<file path="config.mk">
export PLATFORM = sky130hd
export DESIGN_NAME = uart_param_xcvr
export DESIGN_NICKNAME = d
export VERILOG_FILES = /design/src/rtl/uart_param_xcvr.sv
export SDC_FILE = /design/constraint.sdc
export NUM_CORES = 1
export LEC_CHECK = 0
export BUFFER_PORTS_ARGS = -buffer_cell sky130_fd_sc_hd__buf_2
export CAP_MARGIN = 15
export CORE_MARGIN = 4
export CORE_UTILIZATION = 31
export CTS_CLUSTER_SIZE = 10
export DETAILED_ROUTE_END_ITERATION = 8
export PLACE_DENSITY = 0.44
export SLEW_MARGIN = 25
export SYNTH_ARGS = -nofsm -noshare
export SYNTH_HDL_FRONTEND = slang
export SYNTH_SLANG_ARGS = --single-unit
</file>
<file path="constraint.sdc">
create_clock -name clock -period 6.5 [get_ports clock]
set_input_delay 1.3 -clock clock [delete_from_list [all_inputs] [get_ports clock]]
set_output_delay 1.3 -clock clock [all_outputs]
set_load 0.02 [all_outputs]
</file>
<file path="src/rtl/uart_param_xcvr.sv">
// Parameterised UART transceiver: oversampled TX/RX with optional parity,
// 2-of-3 majority sampling on receive and a small RX FIFO with overrun
// detection. All logic runs from one clock at OVERSAMPLE x baud.
module uart_param_xcvr #(
  parameter int DATA_BITS     = 8,
  parameter int OVERSAMPLE    = 16,
  parameter int PARITY_MODE   = 0,
  parameter int STOP_BITS     = 1,
  parameter int RX_FIFO_DEPTH = 4
) (
  input  logic                 clock,
  input  logic                 reset,
  input  logic                 rx,
  output logic                 tx,
  input  logic                 tx_valid,
  input  logic [DATA_BITS-1:0] tx_bits,
  output logic                 tx_ready,
  output logic                 rx_valid,
  output logic [DATA_BITS-1:0] rx_bits,
  input  logic                 rx_ready,
  output logic                 rx_frame_err,
  output logic                 rx_parity_err,
  output logic                 rx_overrun
);

  localparam int CNT_W   = $clog2(OVERSAMPLE);
  localparam int BIT_W   = $clog2(DATA_BITS);
  localparam int PTR_W   = $clog2(RX_FIFO_DEPTH);
  localparam int ENTRY_W = DATA_BITS + 2;

  localparam logic [CNT_W-1:0] BIT_LAST  = CNT_W'(OVERSAMPLE - 1);
  localparam logic [CNT_W-1:0] SAMPLE_A  = CNT_W'(OVERSAMPLE / 2 - 1);
  localparam logic [CNT_W-1:0] SAMPLE_B  = CNT_W'(OVERSAMPLE / 2);
  localparam logic [CNT_W-1:0] SAMPLE_C  = CNT_W'(OVERSAMPLE / 2 + 1);
  localparam logic [BIT_W-1:0] DATA_LAST = BIT_W'(DATA_BITS - 1);
  localparam logic             STOP_LAST = 1'(STOP_BITS - 1);
  localparam logic [PTR_W:0]   FULL_CNT  = (PTR_W + 1)'(RX_FIFO_DEPTH);
  localparam bit               HAS_PARITY = (PARITY_MODE != 0);
  localparam bit               ODD_PARITY = (PARITY_MODE == 2);

  typedef enum logic [2:0] {IDLE, START, DATA, PARITY, STOP} state_t;

  // ---------------------------------------------------------------------
  // Transmitter
  // ---------------------------------------------------------------------
  state_t               tx_state;
  logic [CNT_W-1:0]     tx_cnt;
  logic [BIT_W-1:0]     tx_bit_idx;
  logic                 tx_stop_idx;
  logic [DATA_BITS-1:0] tx_shift;
  logic                 tx_par;

  // TX FSM: serialises one frame per accepted word; tx and tx_ready registered.
  // NOTE: state registers use non-blocking assignments so every flop samples
  // pre-edge values, independent of statement order or block scheduling.
  always_ff @(posedge clock or posedge reset) begin
    if (reset) begin
      tx_state    <= IDLE;
      tx          <= 1'b1;
      tx_ready    <= 1'b1;
      tx_cnt      <= '0;
      tx_bit_idx  <= '0;
      tx_stop_idx <= 1'b0;
      tx_shift    <= '0;
      tx_par      <= 1'b0;
    end else begin
      case (tx_state)
        IDLE: begin
          tx       <= 1'b1;
          tx_ready <= 1'b1;
          if (tx_valid) begin
            tx_shift <= tx_bits;
            tx_par   <= ODD_PARITY ? ~^tx_bits : ^tx_bits;
            tx_cnt   <= '0;
            tx       <= 1'b0;
            tx_ready <= 1'b0;
            tx_state <= START;
          end
        end
        default: begin
          if (tx_cnt != BIT_LAST) begin
            tx_cnt <= tx_cnt + CNT_W'(1);
          end else begin
            tx_cnt <= '0;
            case (tx_state)
              START: begin
                tx_bit_idx <= '0;
                tx         <= tx_shift[0];
                tx_state   <= DATA;
              end
              DATA: begin
                if (tx_bit_idx == DATA_LAST) begin
                  if (HAS_PARITY) begin
                    tx       <= tx_par;
                    tx_state <= PARITY;
                  end else begin
                    tx          <= 1'b1;
                    tx_stop_idx <= 1'b0;
                    tx_state    <= STOP;
                  end
                end else begin
                  tx_bit_idx <= tx_bit_idx + BIT_W'(1);
                  tx_shift   <= tx_shift >> 1;
                  tx         <= tx_shift[1];
                end
              end
              PARITY: begin
                tx          <= 1'b1;
                tx_stop_idx <= 1'b0;
                tx_state    <= STOP;
              end
              STOP: begin
                if (tx_stop_idx == STOP_LAST) begin
                  tx_ready <= 1'b1;
                  tx_state <= IDLE;
                end else begin
                  tx_stop_idx <= 1'b1;
                end
              end
              default: tx_state <= IDLE;
            endcase
          end
        end
      endcase
    end
  end

  // ---------------------------------------------------------------------
  // Receiver
  // ---------------------------------------------------------------------
  logic [1:0] sync_q;
  logic       rx_s;
  logic       rx_prev;

  assign rx_s = sync_q[1];

  // Two-flop synchroniser plus a delayed copy for start-edge detection.
  always_ff @(posedge clock or posedge reset) begin
    if (reset) begin
      sync_q  <= 2'b11;
      rx_prev <= 1'b1;
    end else begin
      sync_q  <= {sync_q[0], rx};
      rx_prev <= rx_s;
    end
  end

  state_t               rx_state;
  logic [CNT_W-1:0]     rx_cnt;
  logic [BIT_W-1:0]     rx_bit_idx;
  logic [DATA_BITS-1:0] rx_shift;
  logic                 samp_a;
  logic                 samp_b;
  logic                 rx_perr;
  logic                 rx_fall;
  logic                 rx_maj;
  logic                 rx_decide;
  logic                 rx_par_exp;
  logic                 push;

  // rx_cnt holds the offset, within the current bit, of the sample on rx_s;
  // the falling-edge cycle is offset 0 of the start bit.
  assign rx_fall    = rx_prev & ~rx_s;
  assign rx_maj     = (samp_a & samp_b) | (samp_a & rx_s) | (samp_b & rx_s);
  assign rx_decide  = (rx_cnt == SAMPLE_C);
  assign rx_par_exp = ODD_PARITY ? ~^rx_shift : ^rx_shift;
  assign push       = (rx_state == STOP) && rx_decide;

  // RX FSM: majority-votes each bit and returns to IDLE at the stop sample.
  always_ff @(posedge clock or posedge reset) begin
    if (reset) begin
      rx_state   <= IDLE;
      rx_cnt     <= '0;
      rx_bit_idx <= '0;
      rx_shift   <= '0;
      samp_a     <= 1'b1;
      samp_b     <= 1'b1;
      rx_perr    <= 1'b0;
    end else begin
      case (rx_state)
        IDLE: begin
          if (rx_fall) begin
            rx_cnt   <= CNT_W'(1);
            rx_perr  <= 1'b0;
            rx_state <= START;
          end
        end
        default: begin
          rx_cnt <= (rx_cnt == BIT_LAST) ? '0 : rx_cnt + CNT_W'(1);
          if (rx_cnt == SAMPLE_A) samp_a <= rx_s;
          if (rx_cnt == SAMPLE_B) samp_b <= rx_s;
          if (rx_decide) begin
            case (rx_state)
              START:   if (rx_maj) rx_state <= IDLE;
              DATA:    rx_shift <= {rx_maj, rx_shift[DATA_BITS-1:1]};
              PARITY:  rx_perr  <= rx_maj ^ rx_par_exp;
              STOP:    rx_state <= IDLE;
              default: rx_state <= IDLE;
            endcase
          end
          if (rx_cnt == BIT_LAST) begin
            case (rx_state)
              START: begin
                rx_bit_idx <= '0;
                rx_state   <= DATA;
              end
              DATA: begin
                if (rx_bit_idx == DATA_LAST) begin
                  rx_state <= HAS_PARITY ? PARITY : STOP;
                end else begin
                  rx_bit_idx <= rx_bit_idx + BIT_W'(1);
                end
              end
              PARITY:  rx_state <= STOP;
              default: rx_state <= IDLE;
            endcase
          end
        end
      endcase
    end
  end

  // ---------------------------------------------------------------------
  // RX FIFO: entry = {data, frame_err, parity_err}
  // ---------------------------------------------------------------------
  logic [ENTRY_W-1:0] fifo_mem [RX_FIFO_DEPTH];
  logic [ENTRY_W-1:0] push_entry;
  logic [ENTRY_W-1:0] head;
  logic [PTR_W-1:0]   wr_ptr;
  logic [PTR_W-1:0]   rd_ptr;
  logic [PTR_W:0]     fifo_count;
  logic               full;
  logic               pop;
  logic               fifo_write;

  assign push_entry = {rx_shift, ~rx_maj, HAS_PARITY & rx_perr};
  assign full       = (fifo_count == FULL_CNT);
  assign rx_valid   = (fifo_count != '0);
  assign pop        = rx_valid & rx_ready;
  assign fifo_write = push & (~full | pop);

  // Storage write; a full FIFO accepts a push only when the head leaves.
  // NOTE: the data array has no reset; rx_valid and the flag gating below
  // keep stale contents invisible, and leaving it out lets it map to RAM.
  always_ff @(posedge clock) begin
    if (fifo_write) fifo_mem[wr_ptr] <= push_entry;
  end

  // Pointers, occupancy and the overrun pulse.
  always_ff @(posedge clock or posedge reset) begin
    if (reset) begin
      wr_ptr     <= '0;
      rd_ptr     <= '0;
      fifo_count <= '0;
      rx_overrun <= 1'b0;
    end else begin
      rx_overrun <= push & full & ~pop;
      if (fifo_write) wr_ptr <= wr_ptr + PTR_W'(1);
      if (pop)        rd_ptr <= rd_ptr + PTR_W'(1);
      case ({fifo_write, pop})
        2'b10:   fifo_count <= fifo_count + (PTR_W + 1)'(1);
        2'b01:   fifo_count <= fifo_count - (PTR_W + 1)'(1);
        default: fifo_count <= fifo_count;
      endcase
    end
  end

  assign head          = fifo_mem[rd_ptr];
  assign rx_bits       = head[ENTRY_W-1:2];
  assign rx_frame_err  = rx_valid & head[1];
  assign rx_parity_err = rx_valid & head[0];

endmodule
</file>
==> metrics.md <==
| Metric | Value |
|---|---|
| Syn nets | 327 |
| CP arrival | 2.03 ns |
| Vias per cell | 4.52 |
| Antenna violations before repair | 0 |
| Post-DP HPWL | 4500 um |
| Vias in the first global route | 2358 |
| FF+latch count, synth | 87 |
| First-pass GRT wire length | 11600 um |
| Comb pwr share | 21.1% |
| Max Cap Viol | 0 |
| Setup crit start kind | flip-flop |
| Root buf cell | clkbuf_16 |
| PostCTS Resize Cnt | 0 |
| CP Depth | 3 |
| Ys flop type | dfrtp_1 |
| Grt ovf | 0 |
| Initial DRC Count | 125 |
| CTS tree | done |
| Sequential power share | 46.5% |
| Crit path capture type | primary output |
| Peak supply drop | 0.000106 V |
| Bufs and invs on worst path | 1 |
| Max-slew headroom | 41.7% |
| Nets@finish | 350 |
| Net Switching | 454 uW |
| Crit path capture | rx_frame_err |
| Fin Clk Skew | 0.00667 ns |
| Critical path class | reg -> out |
| FILL cells | 1252 |
| WP data required | 5.20 ns |
| Detail Route Antenna Nets | 0 |
| Cts-stage hold buffer count | 0 |
| CTS Buffer Depth | 2 |
| Die ar. | 14700 um^2 |
| Area taken by multi-input logic gates | 1500 um^2 |
| Mapped cell area | 3970 um^2 |
| Setup Viol. Count Final | 0 |
| Most frequent cells in the layout | dfrtp_1 (44), edfxtp_1 (36), nand2_1 (29) |
| Crit path max-delay family | flip-flops |
| I/O Buffers | 25 |
| CORE AREA | 12600 um^2 |
| Share of cells above drive strength 1 | 27.4% |
| Leak | 1.84 nW |
| Chip width | 121 um |
| Crit path from | rd_ptr[0]$_DFFE_PP0N_ |
| PD cells | 338 nW/um^2 |
| Mapped Cells | 301 |
| Top post-synthesis cells by area | dfrtp_1 (28%), edfxtp_1 (27%), mux2_2 (7.4%) |
| Layout Area Growth over Synthesis | 14.4% |
| Clk pwr share | 32.4% |
| Initial Util | 31.6% |
| Placed cell areas | 4260 um^2 |
| Async set-or-reset flop fraction in the synthesized netlist | 58.6% |
| GPL Wtd Cong | 0.735 |
| RSZ-0062 raised after global routing | no |
| Yosys warns | 0 |
| Hold Fails Final Rpt | 0 |
| # diodes | 0 |
| Worst reg-to-reg path cell count | 9 |
| P_int | 1.08 mW |
| # IOs | 27 |
| Final TNS setup | 0 ns |
| Gr usage total | 10.3% |
| Seq/Total Area, Yosys | 59.6% |
| Maximum achievable frequency | 300 MHz |
| Sink Count | 87 |
| Reg clk slew, reported paths | 0.06 ns |
| Fin crit share | 51.2% |
| Design Area, Final | 4550 um^2 |
| Sequential cell area | 2370 um^2 |
| Outcome | completed |
| WL/cell | 13.8 um |
| CP max-delay cell | dfrtp_1 |
| DRT Pass-1 Iters | 4 |
| Max Transition Viols Final | 0 |
| DRC | 0 |
| Row count | 41 |
| Setup repair bufs after CTS | 0 |
| Worst Hold Class | reg -> reg |
| Mapped Avg Cell Area | 13.2 um^2 |
| Die height | 121 um |
| Largest stage delay on the critical path | 0.77 ns |
| Sw Share | 29.6% |
| Via count | 2263 |
| Worst-path fanout max | 11 |
| Crit path cell chain | mux4_2, and2_1, buf_2 |
| Min cycle time layout | 3.33 ns |
| Post-synth EDFFs | 36 |
| Unique masters post-synth | 50 |
| Clock buffer count from CTS | 9 |
| Power Total | 1.54 mW |
| FF-to-FF End | fifo_count[1]$_DFFE_PP0P_ |
| R2R setup slack | 4.20 ns |
| H-tree level count | 3 |
| Yosys top cell area share | 27.7% |
| Skew-Pair Late Insertion Delay | 0.33 ns |
| Pin count of the biggest net entering global routing | 52 |
| Worst Tran Pin Value | 0.871 ns |
| Routed wire length | 6900 um |
| Post-synth top area cell | dfrtp_1 |
| Commonest non-fill, non-tap cell in the layout | dfrtp_1 |
| R2R Path Start | rx_cnt[1]$_DFFE_PP0P_ |
## Yosys cell counts (2+ instances only)
| cell type | number |
|---|---|
| nand3_1 | 4 |
| and2_1 | 7 |
| clkbuf_1 | 11 |
| nor3_1 | 3 |
| or3_1 | 3 |
| edfxtp_1 | 36 |
| buf_2 | 2 |
| nor4b_1 | 2 |
| nor3b_1 | 2 |
| mux2i_1 | 4 |
| mux2_2 | 26 |
| nor2b_1 | 4 |
| inv_1 | 12 |
| o21ai_0 | 16 |
| and3_1 | 2 |
| o31ai_1 | 3 |
| o211ai_1 | 3 |
| dfstp_2 | 7 |
| a211oi_1 | 2 |
| a21oi_1 | 9 |
| nor2_1 | 15 |
| a22o_1 | 3 |
| mux4_2 | 9 |
| nand3b_1 | 2 |
| nand2b_1 | 3 |
| ha_1 | 12 |
| xor2_1 | 3 |
| nand2_1 | 29 |
| nand4_1 | 2 |
| xnor2_1 | 2 |
| dfrtp_1 | 44 |
## per-layer routing
layer / vias to the layer above / routed length [um] / global-route usage [%]
li1: 1129 / - / -
met1: 1095 / 3220 / 13.3
met2: 31 / 3260 / 16.2
met3: 8 / 286 / 2.38
met4: 0 / 135 / 5.46
met5: - / 0 / 0
## cell families after synthesis
logic type,count (synthesis),synth area share (%)
other cells,1,0.0944
fa+ha+maj,14,4.54
flops,87,59.6
xor+xnor,5,1.10
simple gates,86,11.6
mux,39,13.5
compound gates,43,7.02
buf+inv,26,2.61
## worst min path at each step
stage | start | endpoint | slack (ns) | depth (start not counted)
2_1_floorplan | sync_q[0]$_DFF_PP1_ | sync_q[1]$_DFF_PP1_ | 0.35 | 0
3_3_place_gp | sync_q[0]$_DFF_PP1_ | sync_q[1]$_DFF_PP1_ | 0.35 | 0
3_5_place_dp | sync_q[0]$_DFF_PP1_ | sync_q[1]$_DFF_PP1_ | 0.35 | 0
4_1_cts | sync_q[0]$_DFF_PP1_ | sync_q[1]$_DFF_PP1_ | 0.36 | 0
5_1_grt | sync_q[0]$_DFF_PP1_ | sync_q[1]$_DFF_PP1_ | 0.36 | 0
6_report | sync_q[0]$_DFF_PP1_ | sync_q[1]$_DFF_PP1_ | 0.36 | 0
## power by group through the flow
stage | sequential (mW) | combinational [mW] | clock (mW)
finish | 0.714 | 0.324 | 0.498
global route | 0.727 | 0.365 | 0.541
CTS | 0.716 | 0.331 | 0.517
detailed placement | 0.726 | 0.330 | 0
global placement | 0.727 | 0.327 | 0
floorplan | 0.660 | 0.312 | 0
## through the flow
| stage | hold WS (ns) | setup slack [ns] | std cells | utilization, % |
|---|---|---|---|---|
| detailed placement | 0.351 | 3.41 | 485 | 33.9 |
| global route | 0.362 | 3.05 | 501 | 36.2 |
| CTS | 0.360 | 3.12 | 501 | 36.2 |
| global placement | 0.347 | 3.49 | 485 | 33.9 |
| floorplan | 0.345 | 3.49 | 301 | - |
| finish | 0.357 | 3.17 | 501 | 36.2 |
## flip-flops by register name (all words and copies together) (netlist names)
| name | flops |
|---|---|
| fifo_count | 3 |
| fifo_mem | 36 |
| rd_ptr | 2 |
| rx_bit_idx | 3 |
| rx_cnt | 4 |
| rx_overrun | 1 |
| rx_prev | 1 |
| rx_shift | 8 |
| rx_state | 3 |
| samp_a | 1 |
| samp_b | 1 |
| sync_q | 2 |
| tx | 1 |
| tx_bit_idx | 3 |
| tx_cnt | 4 |
| tx_ready | 1 |
| tx_shift | 8 |
| tx_state | 3 |
| wr_ptr | 2 |
## area by class of cell
class	count	share of cell area (%)
Sequential cell	87	52.1
Multi-Input combinational cell	188	33.1
Clock buffer	12	5.20
Tap cell	172	4.73
Timing Repair Buffer	26	2.92
Clock inverter	4	1.05
Inverter	12	0.991
(Power assumes the default switching activity.)
